$ cat src/rtl/stim_txn_gen_if.sv
// stim_txn_gen_if: control and generated-bus signals of the stimulus generator.
// master = generator side, slave = consumer/controller side.
`timescale 1ns/1ps
interface stim_txn_gen_if #(
    parameter int unsigned ADDR_W = 6,
    parameter int unsigned CNT_W  = 8
);
    logic              start;
    logic              abort;
    logic              mode;
    logic [CNT_W-1:0]  num_txn;
    logic [ADDR_W-1:0] addr;
    logic              wr;
    logic              en;
    logic              valid;
    logic              busy;
    logic              done;
    logic [CNT_W-1:0]  txn_cnt;

    modport master (
        input  start, abort, mode, num_txn,
        output addr, wr, en, valid, busy, done, txn_cnt
    );

    modport slave (
        output start, abort, mode, num_txn,
        input  addr, wr, en, valid, busy, done, txn_cnt
    );
endinterface

$ cat src/rtl/stim_txn_gen.sv
// stim_txn_gen: staggered wr -> en -> addr transaction generator driven by a
// 16-bit Galois LFSR, with optional idle gap between transactions.
// Optional feature macro: STIM_TXN_GEN_INC_MODE_EN adds an incrementing
// address source selected by bus.mode; without it addr is always LFSR-sourced.
`timescale 1ns/1ps
module stim_txn_gen #(
    parameter int unsigned ADDR_W = 6,
    parameter int unsigned CNT_W  = 8,
    parameter int unsigned GAP    = 0,
    parameter logic [15:0] SEED   = 16'hACE1
) (
    input  logic              clk,
    input  logic              rst_n,
    stim_txn_gen_if.master    bus
);

    localparam int unsigned      LFSR_W   = 16;
    localparam logic [LFSR_W-1:0] TAPS    = 16'hB400;
    // An all-zero seed would lock the LFSR, so it is replaced by 1.
    localparam logic [LFSR_W-1:0] SEED_EFF = (SEED == 16'h0000) ? 16'h0001 : SEED;
    localparam logic [3:0]        GAP_LAST = (GAP == 0) ? 4'd0 : 4'(GAP - 1);

    typedef enum logic [2:0] {
        S_IDLE,
        S_WR,
        S_EN,
        S_ADDR,
        S_GAP,
        S_DONE
    } state_t;

    state_t              state;
    logic [LFSR_W-1:0]   lfsr;
    logic [CNT_W-1:0]    num_q;
    logic [CNT_W-1:0]    txn_cnt_q;
    logic [3:0]          gap_cnt;
    logic [ADDR_W-1:0]   addr_q;
    logic                wr_q;
    logic                en_q;
    logic                valid_q;
    logic                busy_q;
    logic                done_q;

    logic [LFSR_W-1:0]   lfsr_next_c;
    logic                last_c;
    logic [ADDR_W-1:0]   addr_src_c;
    logic                abort_c;

    // One Galois step: shift right, fold taps in when the outgoing bit is 1.
    assign lfsr_next_c = {1'b0, lfsr[LFSR_W-1:1]} ^ (lfsr[0] ? TAPS : {LFSR_W{1'b0}});
    assign last_c      = (txn_cnt_q + CNT_W'(1)) == num_q;
    assign abort_c     = bus.abort && (state != S_IDLE) && (state != S_DONE);

`ifdef STIM_TXN_GEN_INC_MODE_EN
    logic [ADDR_W-1:0] inc_addr;

    assign addr_src_c = bus.mode ? inc_addr : lfsr[ADDR_W-1:0];

    // Incrementing address: cleared per accepted start, steps once per transaction.
    always_ff @(posedge clk or negedge rst_n) begin
        if (!rst_n) begin
            inc_addr <= '0;
        end else if ((state == S_IDLE) && bus.start) begin
            inc_addr <= '0;
        end else if ((state == S_ADDR) && !abort_c) begin
            inc_addr <= inc_addr + ADDR_W'(1);
        end
    end
`else
    logic unused_mode;

    assign unused_mode = bus.mode;
    assign addr_src_c  = lfsr[ADDR_W-1:0];
`endif

    // Sequencer: state, LFSR, counters and all registered outputs.
    always_ff @(posedge clk or negedge rst_n) begin
        if (!rst_n) begin
            state     <= S_IDLE;
            lfsr      <= SEED_EFF;
            num_q     <= '0;
            txn_cnt_q <= '0;
            gap_cnt   <= '0;
            addr_q    <= '0;
            wr_q      <= 1'b0;
            en_q      <= 1'b0;
            valid_q   <= 1'b0;
            busy_q    <= 1'b0;
            done_q    <= 1'b0;
        end else begin
            valid_q <= 1'b0;
            done_q  <= 1'b0;
            if (abort_c) begin
                state  <= S_IDLE;
                busy_q <= 1'b0;
            end else begin
                case (state)
                    S_IDLE: begin
                        if (bus.start) begin
                            busy_q <= 1'b1;
                            if (bus.num_txn != '0) begin
                                num_q     <= bus.num_txn;
                                txn_cnt_q <= '0;
                                state     <= S_WR;
                            end else begin
                                done_q <= 1'b1;
                                state  <= S_DONE;
                            end
                        end
                    end
                    S_WR: begin
                        wr_q  <= lfsr[ADDR_W];
                        state <= S_EN;
                    end
                    S_EN: begin
                        en_q  <= lfsr[ADDR_W+1];
                        state <= S_ADDR;
                    end
                    S_ADDR: begin
                        addr_q    <= addr_src_c;
                        valid_q   <= 1'b1;
                        txn_cnt_q <= txn_cnt_q + CNT_W'(1);
                        lfsr      <= lfsr_next_c;
                        gap_cnt   <= '0;
                        if (last_c) begin
                            done_q <= 1'b1;
                            state  <= S_DONE;
                        end else if (GAP != 0) begin
                            state <= S_GAP;
                        end else begin
                            state <= S_WR;
                        end
                    end
                    S_GAP: begin
                        if (gap_cnt == GAP_LAST) begin
                            state <= S_WR;
                        end else begin
                            gap_cnt <= gap_cnt + 4'd1;
                        end
                    end
                    S_DONE: begin
                        busy_q <= 1'b0;
                        state  <= S_IDLE;
                    end
                    default: begin
                        busy_q <= 1'b0;
                        state  <= S_IDLE;
                    end
                endcase
            end
        end
    end

    assign bus.addr    = addr_q;
    assign bus.wr      = wr_q;
    assign bus.en      = en_q;
    assign bus.valid   = valid_q;
    assign bus.busy    = busy_q;
    assign bus.done    = done_q;
    assign bus.txn_cnt = txn_cnt_q;

endmodule

$ cat src/flat_wrapper.sv
// flat-port wrapper written by rule: the top's interface ports become plain ports
module stim_txn_gen_flat 
#(
    parameter int unsigned ADDR_W = 6,
    parameter int unsigned CNT_W  = 8,
    parameter int unsigned GAP    = 0,
    parameter logic [15:0] SEED   = 16'hACE1
)
  (clk, rst_n, bus_start, bus_abort, bus_mode, bus_num_txn, bus_addr, bus_wr, bus_en, bus_valid, bus_busy, bus_done, bus_txn_cnt);
  stim_txn_gen_if #(.ADDR_W(ADDR_W), .CNT_W(CNT_W)) bus_i ();
  input  logic clk;
  input  logic rst_n;
  input wire logic [$bits(bus_i.start)-1:0] bus_start;
  input wire logic [$bits(bus_i.abort)-1:0] bus_abort;
  input wire logic [$bits(bus_i.mode)-1:0] bus_mode;
  input wire logic [$bits(bus_i.num_txn)-1:0] bus_num_txn;
  output wire logic [$bits(bus_i.addr)-1:0] bus_addr;
  output wire logic [$bits(bus_i.wr)-1:0] bus_wr;
  output wire logic [$bits(bus_i.en)-1:0] bus_en;
  output wire logic [$bits(bus_i.valid)-1:0] bus_valid;
  output wire logic [$bits(bus_i.busy)-1:0] bus_busy;
  output wire logic [$bits(bus_i.done)-1:0] bus_done;
  output wire logic [$bits(bus_i.txn_cnt)-1:0] bus_txn_cnt;
  assign bus_i.start = bus_start;
  assign bus_i.abort = bus_abort;
  assign bus_i.mode = bus_mode;
  assign bus_i.num_txn = bus_num_txn;
  assign bus_addr = bus_i.addr;
  assign bus_wr = bus_i.wr;
  assign bus_en = bus_i.en;
  assign bus_valid = bus_i.valid;
  assign bus_busy = bus_i.busy;
  assign bus_done = bus_i.done;
  assign bus_txn_cnt = bus_i.txn_cnt;
  stim_txn_gen #(.ADDR_W(ADDR_W), .CNT_W(CNT_W), .GAP(GAP), .SEED(SEED)) u_core (.clk(clk), .rst_n(rst_n), .bus(bus_i));
endmodule
$ cat config.mk
export PLATFORM = sky130hd
export DESIGN_NAME = stim_txn_gen_flat
export DESIGN_NICKNAME = d
export VERILOG_FILES = /design/src/rtl/stim_txn_gen_if.sv /design/src/rtl/stim_txn_gen.sv /design/src/flat_wrapper.sv
export SDC_FILE = /design/constraint.sdc
export NUM_CORES = 1
export LEC_CHECK = 0
export BUFFER_PORTS_ARGS = -buffer_cell sky130_fd_sc_hd__buf_4
export CAP_MARGIN = 20
export CORE_UTILIZATION = 56
export DETAILED_ROUTE_END_ITERATION = 10
export GPL_ROUTABILITY_DRIVEN = 1
export PLACE_DENSITY = 0.76
export SLEW_MARGIN = 5
export SYNTH_ARGS = -nofsm -noshare
export SYNTH_HDL_FRONTEND = slang
export SYNTH_SLANG_ARGS = --single-unit
$ cat constraint.sdc
create_clock -name clk -period 1.95 [get_ports clk]
set_clock_uncertainty 0.05 [all_clocks]
set_input_delay 0.39 -clock clk [delete_from_list [all_inputs] [get_ports clk]]
set_output_delay 0.39 -clock clk [all_outputs]
set_load 0.02 [all_outputs]
Word level (Yosys, flattened, before mapping)
Cells that the tools add are included.
- register bits: 50
- input bits: 13
- logic and storage cells: 66
- $add $sub $neg: 2
- equal/unequal tests: 12
- mux-type cells: 22
- bitwise gates (word level): 2
- reduce and logical (&&, ||, !) cells: 17
- operators by type and width (kind ; number):
    16-bit 2-to-1 mux ; 1
    8-bit 2-to-1 mux ; 2
    8-bit case mux with 2 select lines ; 1
    15-bit by 16-bit bitwise XOR with 16-bit output ; 1
    3-bit 2-to-1 mux ; 5
    3-bit case mux with 5 select lines ; 1
    2-bit AND reduction ; 5
    8-bit by 1-bit adder with 8-bit output, second input constant ; 1
    8-bit == test ; 1
    1-bit 2-to-1 mux ; 8
    4-bit case mux with 2 select lines ; 1
    4-bit AND reduction ; 2
    8-bit nonzero test ; 1
    3-bit by 2-bit == test with 1-bit output, second input constant ; 2
    4-bit by 1-bit adder with 4-bit output, second input constant ; 1
    4-bit logical NOT ; 1
    4-bit 2-to-1 mux ; 1
    2-bit by 1-bit inequality test with 1-bit output, second input constant ; 2
    2-bit inequality test, second input constant ; 2
    1-bit case mux with 2 select lines ; 2
    2-bit nonzero test ; 2
    4-bit OR reduction ; 1
    3-bit by 1-bit == test with 1-bit output, second input constant ; 1
    3-bit == test, second input constant ; 1
    other kinds (8) ; 9

Logic depth before layout (Yosys ltp)
- word-level depth: 5
- gate-level depth with buffers: 7
- depth with buffers taken out: 6

Worst setup path before layout
No wires, ideal clock.
- kind: register -> register
- start: register u_core.txn_cnt_q[0], in the netlist u_core.bus.txn_cnt[0]
- end: register u_core.done_q, in the netlist u_core.bus.done
- library setup time: 0.083 ns
- arrival time: 1.808 ns
- required time: 1.817 ns
- path slack: 0.010 ns
- cell stages (with the launch flop): 8
- path buffers: 1
- period minus slack after synthesis: 1.940 ns
- cell sequence: dfrtp_1 ha_1 buf_2 nand3_2 or4b_1 a21oi_1 o21ai_0 o21ai_0
- longest elaborated chain between the ends: 5
- ends and longest elaborated chain (element ; line ; text):
    start, declared ; stim_txn_gen.sv:35 ; logic [CNT_W-1:0] txn_cnt_q;
    start signal, assigned ; stim_txn_gen.sv:122 ; txn_cnt_q <= txn_cnt_q + CNT_W'(1);
    8-bit by 1-bit adder with 8-bit output ; stim_txn_gen.sv:51 ; assign last_c = (txn_cnt_q + CNT_W'(1)) == num_q;
    8-bit == test ; stim_txn_gen.sv:51 ;
    1-bit 2-to-1 mux ; stim_txn_gen.sv:125 ; if (last_c) begin
    1-bit case mux with 2 select lines ; stim_txn_gen.sv:97 ; case (state)
    1-bit 2-to-1 mux ; stim_txn_gen.sv:93 ; if (abort_c) begin
    end signal, assigned ; stim_txn_gen.sv:92 ; done_q <= 1'b0;
    end signal, assigned ; stim_txn_gen.sv:106 ; done_q <= 1'b1;
    end signal, assigned ; stim_txn_gen.sv:126 ; done_q <= 1'b1;
    end, declared ; stim_txn_gen.sv:42 ; logic done_q;
No other way between the ends.
A chain may end at the register's enable or synchronous reset.

Worst setup path after layout
- start: register u_core.txn_cnt_q[1], in the netlist u_core.bus.txn_cnt[1]
- end: register u_core.done_q, in the netlist u_core.bus.done
Same word-level chain as after synthesis.

==> run summary <==
Max Clk Rate: 548 MHz
Share of post-route cells with drive strength above 1: 27.9%
Most used cell, CP: o21ai_1
Leakage: 1.26 nW
Mapped Area: 2240 sq um
Crit Path Class: flip-flop to flip-flop
Site Rows: 22
Gr ovfl total: 0
Commonest non-fill, non-tap cell in the layout: nand2_1
Clock sink count: 46
Clock tree root driver cell: clkbuf_8
Via count: 1724
RSZ-0062 raised after global routing: no
Ys flop type: dfrtp_1
H-tree Lvls: 2
Pwr dens: 1030 nW/um^2
Worst Max-Slew Pin Slew: 555 ps
Fin crit share: 93.5%
GR Util met1: 31.9%
Slowest stage delay, CP: 420 ps
Routability cong.: 0.790
Clk slew on worst S/H paths: 90 ps
Arr. time, crit path: 2000 ps
Initial antenna violation count: 0
Vias/cell: 5.51
Synth-to-layout area growth: 18.2%
Peak supply drop: 0.682 mV
Synth async-reset ratio: 100%
Total GRT Usage: 22.9%
WP buf/inv: 0
I/O pin cnt: 32
Tot Pwr: 0.00271 W
Die Y: 65.2 um
Post-route setup slack: 127 ps
Vias in the first global route: 1665
Max-Cap Viols: 0
Setup tns final: 0 ps
Die Area: 4250 sq um
Post-CTS Repair Setup Buffers: 0
YS warnings: 0
Crit path max fanout: 4
Worst path required time: 2130 ps
IO Port Bufs: 30
Avg WL per Cell: 13.7 um
Remaining DRCs: 0
GR Util met2: 35.2%
Worst hold path class: input pin to async pin
GRT met3 Usage: 4.17%
Average cell area after synthesis: 9.72 sq um
Syn_nets: 246
Syn Inst Count: 230
Pin count of the biggest net entering global routing: 47
Most frequent cells in the layout: nand2_1 (61), buf_4 (41), dfrtp_1 (37), o21ai_0 (14), xnor2_1 (11)
TritonCTS clock tree: done
Sequential-to-total area share from yosys stat: 51.9%
Core ar.: 3740 sq um
Die extent in x: 65.2 um
CP delay by family, top: compound AO/OA/AOI/OAI gates
Design area: 2640 sq um
Net count reported at finish: 280
Worst-Skew Late Latency: 300 ps
Startpoint types: flip-flop
Grt peak-use layer: met2
Starting Density: 59.7%
CP max-delay cell: dfrtp_1
Global-route wire length before repair: 7410 um
Final setup vio count: 0
Resize count post-CTS: 0
Number of flops mapped to enable cells by yosys: 0
Maximum root-to-sink buffer count: 2
Slew Viols, Final: 0
Minimum clock period: 1820 ps
Placed Area: 2520 sq um
First-iteration detailed-routing DRC count: 64
Critical path, cell by cell: ha_2 -> xor2_1 -> a311o_1 -> a211oi_1 -> o21ai_1 -> o21ai_1
Final Hold Vio Count: 0
DPL Wire Length: 2990 um
Relative max-transition margin: 63.0%
Run status: completed
CTS Hold Bufs: 0
Critical Path End Type: flip-flop
Antenna viol nets, final: 0
Seq cells post-synth: 46
Routed wire length: 4290 um
Ant diodes: 0
Unique cell type count in the Yosys netlist: 46
DP Worst Slack: 87.8 ps
TritonRoute pass-1 iters: 5
Total CTS buffers: 5
==> metrics by stage <==
| step | hold slack [ps] | std cells | util, % |
|---|---|---|---|
| after floorplan | 44.4 | 230 | - |
| after global placement | 376 | 305 | 67.4 |
| after detailed placement | 372 | 305 | 67.4 |
| after CTS | 41.3 | 313 | 70.4 |
| after global routing | 69.5 | 313 | 70.6 |
| final | 17.5 | 313 | 70.6 |
==> path summary, 6_finish.rpt <==
check / cells past startpoint / from / end / slack, ps
setup / recovery: 6 / u_core.bus.txn_cnt[1] / u_core.bus.done / 130
hold / removal: 1 / rst_n / u_core.bus.valid / 20
setup reg to reg: 6 / u_core.bus.txn_cnt[1] / u_core.bus.done / 130
hold reg to reg: 2 / u_core.lfsr[15] / u_core.lfsr[15] / 420
max in group asynchronous: 1 / rst_n / u_core.state[1] / 1420
min in group clk: 2 / bus_abort / u_core.state[1] / 220
==> state kept, by name, indices dropped and copies added (netlist names) <==
| name | flops |
|---|---|
| u_core.bus.valid | 1 |
| u_core.lfsr | 13 |
| u_core.bus.done | 1 |
| u_core.bus.addr | 5 |
| u_core.gap_cnt | 4 |
| u_core.bus.en | 1 |
| u_core.bus.wr | 1 |
| u_core.bus.busy | 1 |
| u_core.num_q | 8 |
| u_core.bus.txn_cnt | 8 |
| u_core.state | 3 |
==> routing by layer <==
metal	up-vias	wire length (um)
met5	-	0
met4	0	68
met3	8	181
met2	48	2030
met1	829	2010
li1	839	-
==> worst register-to-register path, stage by stage, from the launching register on <==
cell	delay, ps
dfrtp_1	420
ha_2	290
xor2_1	140
a311o_1	310
a211oi_1	250
o21ai_1	150
o21ai_1	140
==> report_power, final <==
group | switching, W | total (W) | internal [W]
Combinational | 0.000388 | 0.000786 | 0.000398
Clock | 0.000324 | 0.000707 | 0.000382
Sequential | 0.000132 | 0.00122 | 0.00109
==> cell type report <==
cell class / count / area, sq um
clock buffer: 6 / 72.6
clock inverter: 2 / 37.5
fill: 312 / 1100
inverter: 7 / 26.3
multi-input combinational: 163 / 977
sequential: 46 / 1160
tap: 48 / 60.1
timing repair buffer: 41 / 308
==> cell families after synthesis <==
kind of cell | synth area share, %
simple gates | 19.8
compound gates | 10.5
flops | 51.9
xor+xnor | 5.48
mux | 5.43
fa+ha+maj | 2.13
buf+inv | 4.70
==> synth_stat cells (2+ instances only) <==
cell type	n	share of area, %
dfrtp_1	38	43
a21oi_1	7	1.6
nand2_1	61	10
ha_1	3	1.7
buf_2	2	0.45
o21ai_0	17	3.8
clkbuf_1	4	0.67
nand3_1	2	0.45
nor2_2	2	0.56
nand4_1	3	0.84
buf_4	4	1.3
nor3_1	2	0.45
mux2_2	9	4.5
nor4_1	2	0.56
dfstp_2	8	9.4
buf_1	2	0.34
and3_1	3	0.84
mux2i_1	2	0.90
xor2_1	3	1.2
inv_1	6	1.0
xnor2_1	11	4.3
and2_1	3	0.84
a22oi_1	2	0.67
o22ai_1	3	0.84
nor2_1	10	1.7
Power figures use the tool's default switching activity.
